[src/rtl/mem_port_arbiter_pkg.sv]
// Shared types and constants for the CPU/DMA memory port arbiter.
package mem_port_arbiter_pkg;

  typedef enum logic [1:0] {
    ST_IDLE = 2'd0,
    ST_WAIT = 2'd1,
    ST_DONE = 2'd2
  } arb_state_t;

  localparam logic OWN_CPU = 1'b0;
  localparam logic OWN_DMA = 1'b1;

endpackage

[src/rtl/mem_port_arbiter_arb2_rr.sv]
// Two-way round-robin pick between CPU (bit 0) and DMA (bit 1).
// A DMA that held the last grant may keep it over a waiting CPU while lock_ok is set.
module arb2_rr
  import mem_port_arbiter_pkg::*;
(
  input  logic [1:0] req,
  input  logic       last_gnt,
  input  logic       lock_ok,
  output logic [1:0] gnt
);

  // Combinational pick: single requester wins outright, a tie goes to the other port unless locked.
  always_comb begin
    gnt = 2'b00;
    case (req)
      2'b01: gnt = 2'b01;
      2'b10: gnt = 2'b10;
      2'b11: begin
        if ((last_gnt == OWN_DMA) && !lock_ok) gnt = 2'b01;
        else                                   gnt = 2'b10;
      end
      default: gnt = 2'b00;
    endcase
  end

endmodule

[src/rtl/mem_port_arbiter.sv]
// Shares one unified memory between the CPU port and the DMA/loader port.
// One transaction in flight; each access runs IDLE -> WAIT -> DONE.
//
//   state   | meaning
//   --------+-------------------------------------------------------------
//   ST_IDLE | no transfer; arbitrate and latch the winner's request
//   ST_WAIT | mem_req_o held, waiting for mem_ack_i or the timeout
//   ST_DONE | one-cycle ack (and err on timeout) to the owner
module mem_port_arbiter
  import mem_port_arbiter_pkg::*;
#(
  parameter int ADDR_W   = 32,
  parameter int DATA_W   = 32,
  parameter int TIMEOUT  = 64,
  parameter int MAX_LOCK = 8
) (
  input  logic                  clk,
  input  logic                  rst,
  input  logic                  cpu_req_i,
  input  logic                  cpu_we_i,
  input  logic [ADDR_W-1:0]     cpu_addr_i,
  input  logic [DATA_W-1:0]     cpu_wdata_i,
  input  logic [DATA_W/8-1:0]   cpu_be_i,
  output logic                  cpu_ack_o,
  output logic [DATA_W-1:0]     cpu_rdata_o,
  input  logic                  dma_req_i,
  input  logic                  dma_we_i,
  input  logic [ADDR_W-1:0]     dma_addr_i,
  input  logic [DATA_W-1:0]     dma_wdata_i,
  input  logic [DATA_W/8-1:0]   dma_be_i,
  input  logic                  dma_lock_i,
  output logic                  dma_ack_o,
  output logic [DATA_W-1:0]     dma_rdata_o,
  output logic                  mem_req_o,
  output logic                  mem_we_o,
  output logic [ADDR_W-1:0]     mem_addr_o,
  output logic [DATA_W-1:0]     mem_wdata_o,
  output logic [DATA_W/8-1:0]   mem_be_o,
  input  logic                  mem_ack_i,
  input  logic [DATA_W-1:0]     mem_rdata_i,
  output logic                  owner_o,
  output logic                  err_o
);

  localparam int WCNT_W = $clog2(TIMEOUT + 1);
  localparam int LCNT_W = $clog2(MAX_LOCK + 1);
  localparam logic [WCNT_W-1:0] WAIT_LAST = WCNT_W'(TIMEOUT - 1);
  localparam logic [LCNT_W-1:0] LOCK_MAX  = LCNT_W'(MAX_LOCK);

  arb_state_t         state, state_nxt;
  logic               last_gnt;
  logic [WCNT_W-1:0]  wait_cnt;
  logic [LCNT_W-1:0]  lock_cnt;
  logic [1:0]         gnt;
  logic               win;
  logic               lock_ok;
  logic               do_grant;
  logic               do_finish;
  logic               timed_out;
  logic [DATA_W-1:0]  done_rdata;

  assign lock_ok = dma_lock_i && (lock_cnt < LOCK_MAX);
  assign win     = gnt[1];

  arb2_rr u_arb (
    .req      ({dma_req_i, cpu_req_i}),
    .last_gnt (last_gnt),
    .lock_ok  (lock_ok),
    .gnt      (gnt)
  );

  // State register.
  always_ff @(posedge clk or posedge rst) begin
    if (rst) state <= ST_IDLE;
    else     state <= state_nxt;
  end

  // Next state and the one-cycle grant/finish strobes; a mem ack outside WAIT never gets here.
  always_comb begin
    state_nxt = state;
    do_grant  = 1'b0;
    do_finish = 1'b0;
    timed_out = 1'b0;
    case (state)
      ST_IDLE: begin
        if (gnt != 2'b00) begin
          do_grant  = 1'b1;
          state_nxt = ST_WAIT;
        end
      end
      ST_WAIT: begin
        if (mem_ack_i) begin
          do_finish = 1'b1;
          state_nxt = ST_DONE;
        end else if (wait_cnt == WAIT_LAST) begin
          do_finish = 1'b1;
          timed_out = 1'b1;
          state_nxt = ST_DONE;
        end
      end
      ST_DONE: state_nxt = ST_IDLE;
      default: state_nxt = ST_IDLE;
    endcase
  end

  // Writes and timed-out transfers return zero data.
  assign done_rdata = (timed_out || mem_we_o) ? '0 : mem_rdata_i;

  // Memory-side request registers, held stable from grant until the transfer ends.
  always_ff @(posedge clk or posedge rst) begin
    if (rst) begin
      mem_req_o   <= 1'b0;
      mem_we_o    <= 1'b0;
      mem_addr_o  <= '0;
      mem_wdata_o <= '0;
      mem_be_o    <= '0;
      owner_o     <= OWN_CPU;
      last_gnt    <= OWN_DMA;
    end else if (do_grant) begin
      mem_req_o   <= 1'b1;
      mem_we_o    <= win ? dma_we_i    : cpu_we_i;
      mem_addr_o  <= win ? dma_addr_i  : cpu_addr_i;
      mem_wdata_o <= win ? dma_wdata_i : cpu_wdata_i;
      mem_be_o    <= win ? dma_be_i    : cpu_be_i;
      owner_o     <= win;
      last_gnt    <= win;
    end else if (do_finish) begin
      mem_req_o   <= 1'b0;
    end
  end

  // Wait timer and lock counter; lock_cnt only counts DMA re-grants taken over a waiting CPU.
  always_ff @(posedge clk or posedge rst) begin
    if (rst) begin
      wait_cnt <= '0;
      lock_cnt <= '0;
    end else begin
      if (state == ST_WAIT)      wait_cnt <= wait_cnt + 1'b1;
      else if (state == ST_DONE) wait_cnt <= '0;
      if (do_grant) begin
        if (!win)
          lock_cnt <= '0;
        else if (cpu_req_i && (last_gnt == OWN_DMA))
          lock_cnt <= lock_cnt + 1'b1;
      end
    end
  end

  // Response registers: one-cycle ack/err to the owner, rdata zero outside that cycle.
  always_ff @(posedge clk or posedge rst) begin
    if (rst) begin
      cpu_ack_o   <= 1'b0;
      dma_ack_o   <= 1'b0;
      cpu_rdata_o <= '0;
      dma_rdata_o <= '0;
      err_o       <= 1'b0;
    end else if (do_finish) begin
      cpu_ack_o   <= (owner_o == OWN_CPU);
      dma_ack_o   <= (owner_o == OWN_DMA);
      cpu_rdata_o <= (owner_o == OWN_CPU) ? done_rdata : '0;
      dma_rdata_o <= (owner_o == OWN_DMA) ? done_rdata : '0;
      err_o       <= timed_out;
    end else begin
      cpu_ack_o   <= 1'b0;
      dma_ack_o   <= 1'b0;
      cpu_rdata_o <= '0;
      dma_rdata_o <= '0;
      err_o       <= 1'b0;
    end
  end

endmodule

[config.mk]
export PLATFORM = sky130hd
export DESIGN_NAME = mem_port_arbiter
export DESIGN_NICKNAME = d
export VERILOG_FILES = /design/src/rtl/mem_port_arbiter_pkg.sv /design/src/rtl/mem_port_arbiter_arb2_rr.sv /design/src/rtl/mem_port_arbiter.sv
export SDC_FILE = /design/constraint.sdc
export NUM_CORES = 1
export LEC_CHECK = 0
export CORE_ASPECT_RATIO = 1.75
export CORE_MARGIN = 2
export CORE_UTILIZATION = 40
export DETAILED_ROUTE_END_ITERATION = 10
export PLACE_DENSITY = 0.8
export SLEW_MARGIN = 20
export SYNTH_ARGS = -nofsm -noshare
export SYNTH_HDL_FRONTEND = slang
export SYNTH_HIERARCHICAL = 1
export SYNTH_SLANG_ARGS = --single-unit
[constraint.sdc]
create_clock -name clk -period 6.6 [get_ports clk]
set_input_delay 1.32 -clock clk [delete_from_list [all_inputs] [get_ports clk]]
set_output_delay 1.32 -clock clk [all_outputs]
set_load 0.05 [all_outputs]
==> results by group <==
Global route
  – Gr usage total: around 22%
  – Pin count of the biggest net entering global routing: around 130
  – Grt ovf: 0
  – Vias in the first global route: about 5200
  – Antenna violations before repair: 0
  – First-pass GRT wire length: 28.04 mm

Pwr
  – Sw Share: between 40% and 50%
  – Static Leakage: 4.507 nW
  – Largest vdd supply drop: approximately 220 uV
  – Combinational share of power: 48.2%
  – Sequential group share of total power: slightly above 30%
  – Clk pwr share: about 22%
  – Pwr dens: between 400 and 500 nW/um2
  – Sw Pwr: 2.032 mW
  – Internal: about 2.5 mW

Final layout
  – Final instance area: 10120 um2
  – Commonest non-fill, non-tap cell in the layout: clkdlybuf4s50_1
  – Commonest cells after routing, fill and taps aside: clkdlybuf4s50_1, dfrtp_1, nand2_1
  – Final Non-Filler Cells: 1048
  – Share of layout cells above drive strength 1: 5.452%
  – Fin nets: a little over 1000
  – Core Util, Final: between 60 and 70%
  – Area growth from synthesis to layout: 61.14%
  – ANT cells: 0

Detailed routing
  – DRC viols: 0
  – Starting DRT DRC Count: 195
  – Via Count: 5108
  – Routed length per instance: 16.95 um
  – Final WL: around 18 mm
  – Post-route ant nets: 0
  – DR vias/cell: ~5
  – DRT Pass-1 Iters: 4

Worst setup path
  – Worst-path cell with the longest stage delay: buf_4
  – Critical path arrival: just over 4 ns
  – Crit-path cells: clkdlybuf4s50_1, nor2b_1, nor2b_4, a21oi_4, buf_4, mux2i_1, o21ai_0
  – Worst r2r src: lock_cnt[3]$_DFFE_PP0P_
  – Delay-heaviest family, CP: buffers and inverters
  – Setup crit end kind: flip-flop
  – Setup crit start: dma_lock_i
  – Crit Path Category: in2reg
  – Startpoint types: input port
  – Buf/Inv on CP: 2
  – CP max FO: 62
  – CP Data Required Time: about 6.9 ns
  – Worst stage delay on the critical path: 0.91 ns

Clock tree
  – Clk sink count: 152
  – Clock Root Buffer: clkbuf_16
  – Clk slew on worst S/H paths: 0.07 ns
  – Clk_lat worst skew: roughly 0.42 ns
  – CTS Buf Count: 17
  – # Post-CTS Setup Buffers: 0
  – CTS tree: built
  – CTS resizes: 0
  – # hold bufs at CTS: 0
  – H-Tree Depth: 4
  – Max Buffers Root-to-Sink: 2

Synthesis
  – EDFF count, synth: 0
  – FFs w/ async S/R, synth: 100.0%
  – Register area share after synthesis: 60.58%
  – Number of distinct library cells after synthesis: 41
  – Yosys top cell area share: between 60% and 70%
  – Post-synthesis net count: just over 700
  – Mean Syn Cell Area: approximately 12 um2
  – Main synth FF type: dfrtp_1
  – Largest cells by area after synthesis: dfrtp_1, mux2i_1, and2_1
  – YS warnings: 6
  – Mapped Area: about 6300 um2
  – Gate Count Post-Synth: ~550
  – FF+latch count, synth: 152
  – Area leader, netlist: dfrtp_1

STA
  – Setup_tns: 0 ns
  – Skew final: about 0.013 ns
  – Final Cycle Share: 57.73%
  – Worst Hold Slack: 0.4793 ns
  – Final setup violating endpoints: 0
  – FMAX: approximately 260 MHz
  – Slew Viols, Final: 0
  – Worst-Margin Slew: around 1.0 ns
  – Unrepaired setup endpoints after global routing: false
  – Worst slew margin: 33.56%
  – Period minus WS final: about 3.8 ns
  – Hold Vio Cnt, Final: 0

Placement
  – Gpl congestion: 0.8289
  – Port Buffer Count: 313
  – Placed cells: between 1000 and 1500
  – Post-DP Area: 9507 um2
  – Detail Placement HPWL: 13.30 mm

Die
  – Die ar.: approximately 17000 um2
  – Vert. Die Dim: between 150 and 200 um
  – Initial core utilization: about two fifths
  – Row cnt: 60
  – Die Wd: 98.73 um
  – Core ar.: approximately 15000 um2
  – # IOs: about 310

Run
  – Max-cap violations: 0

Hold path
  – Hold Path Class: reg2reg
  – Min-delay src: mem_addr_o[5]$_DFFE_PP0P_

Outcome
  – Outcome: finished, final reports clean
[synthesized netlist by cell type (2+ instances only)]
library cell / n
o211ai_1: 2
nor2b_1: 6
nand3_1: 10
and2_1: 66
o22ai_1: 2
clkbuf_2: 4
o21ai_1: 18
inv_1: 10
mux2i_1: 71
nand3b_1: 3
a21oi_1: 4
o21ai_0: 55
buf_2: 10
nor3b_2: 2
nor2_1: 3
nor3b_1: 2
nand2_1: 79
buf_4: 9
clkbuf_1: 9
nand2b_1: 3
o311ai_0: 2
buf_6: 2
dfrtp_1: 151
a22o_1: 3
ha_1: 4
[per-layer routing]
layer | wire length [um] | up-vias | GRT usage (%)
met5 | 0 | - | 0
met4 | 545 | 0 | 8.636
met3 | 1389 | 39 | 7.208
met2 | 9423 | 232 | 38.01
met1 | 6407 | 2387 | 23.63
li1 | - | 2450 | -
[layout make-up]
type,instances,area (um2)
fill,1193,5269
sequential,152,3805
timing repair buffer,318,3174
multi-input combinational,350,2256
clock buffer,17,425.4
tap,186,232.7
clock inverter,15,185.2
inverter,10,42.54
[power groups by stage]
stage,sequential [mW],combinational [mW],clock [mW]
after floorplan,2.22,0.594,0
after detailed placement,1.38,2.18,0
after global routing,1.39,2.31,1.03
after CTS,1.36,2.19,0.989
final,1.36,2.17,0.964
after global placement,1.37,2.16,0
[logic make-up (layout without fill, tap and decap cells)]
family / count (synthesis) / in the layout / share of synthesized area, %
DFF: 152 / 152 / 60.58
buffers and inverters: 44 / 360 / 3.685
AOI/OAI and AO/OA: 93 / 93 / 8.347
and+or+nand+nor: 181 / 181 / 15.10
adders and majority gates: 4 / 4 / 0.7968
muxes: 72 / 72 / 11.49
[state kept, by name, indices dropped and copies added (netlist names)]
register / cells
mem_req_o: 1
mem_wdata_o: 32
cpu_ack_o: 1
cpu_rdata_o: 32
mem_addr_o: 32
dma_ack_o: 1
last_gnt: 1
state: 2
owner_o: 1
mem_be_o: 4
mem_we_o: 1
lock_cnt: 4
err_o: 1
dma_rdata_o: 32
wait_cnt: 7
[final timing paths]
check | end | slack (ns) | cells after the start
max in group asynchronous | mem_wdata_o[12]$_DFFE_PP0P_ | 3.85 | 3
hold / removal | mem_addr_o[5]$_DFFE_PP0P_ | 0.48 | 2
hold reg to reg | mem_addr_o[5]$_DFFE_PP0P_ | 0.48 | 2
setup reg to reg | mem_addr_o[24]$_DFFE_PP0P_ | 3.74 | 6
min in group asynchronous | mem_addr_o[28]$_DFFE_PP0P_ | 1.45 | 2
setup / recovery | mem_addr_o[24]$_DFFE_PP0P_ | 2.79 | 7
[through the flow]
step	power (mW)	worst slack [ns]
after floorplan	2.819	1.189
after global placement	3.525	2.388
after detailed placement	3.564	2.326
after CTS	4.538	2.764
after global routing	4.739	2.632
final	4.492	2.790
[tightest hold or removal path, cell delays in order, from the launching register on]
cell,delay [ns]
dfrtp_1,0.34
nand2_1,0.04
o21ai_0,0.06
Note: power is estimated with default switching activity, not from simulation.
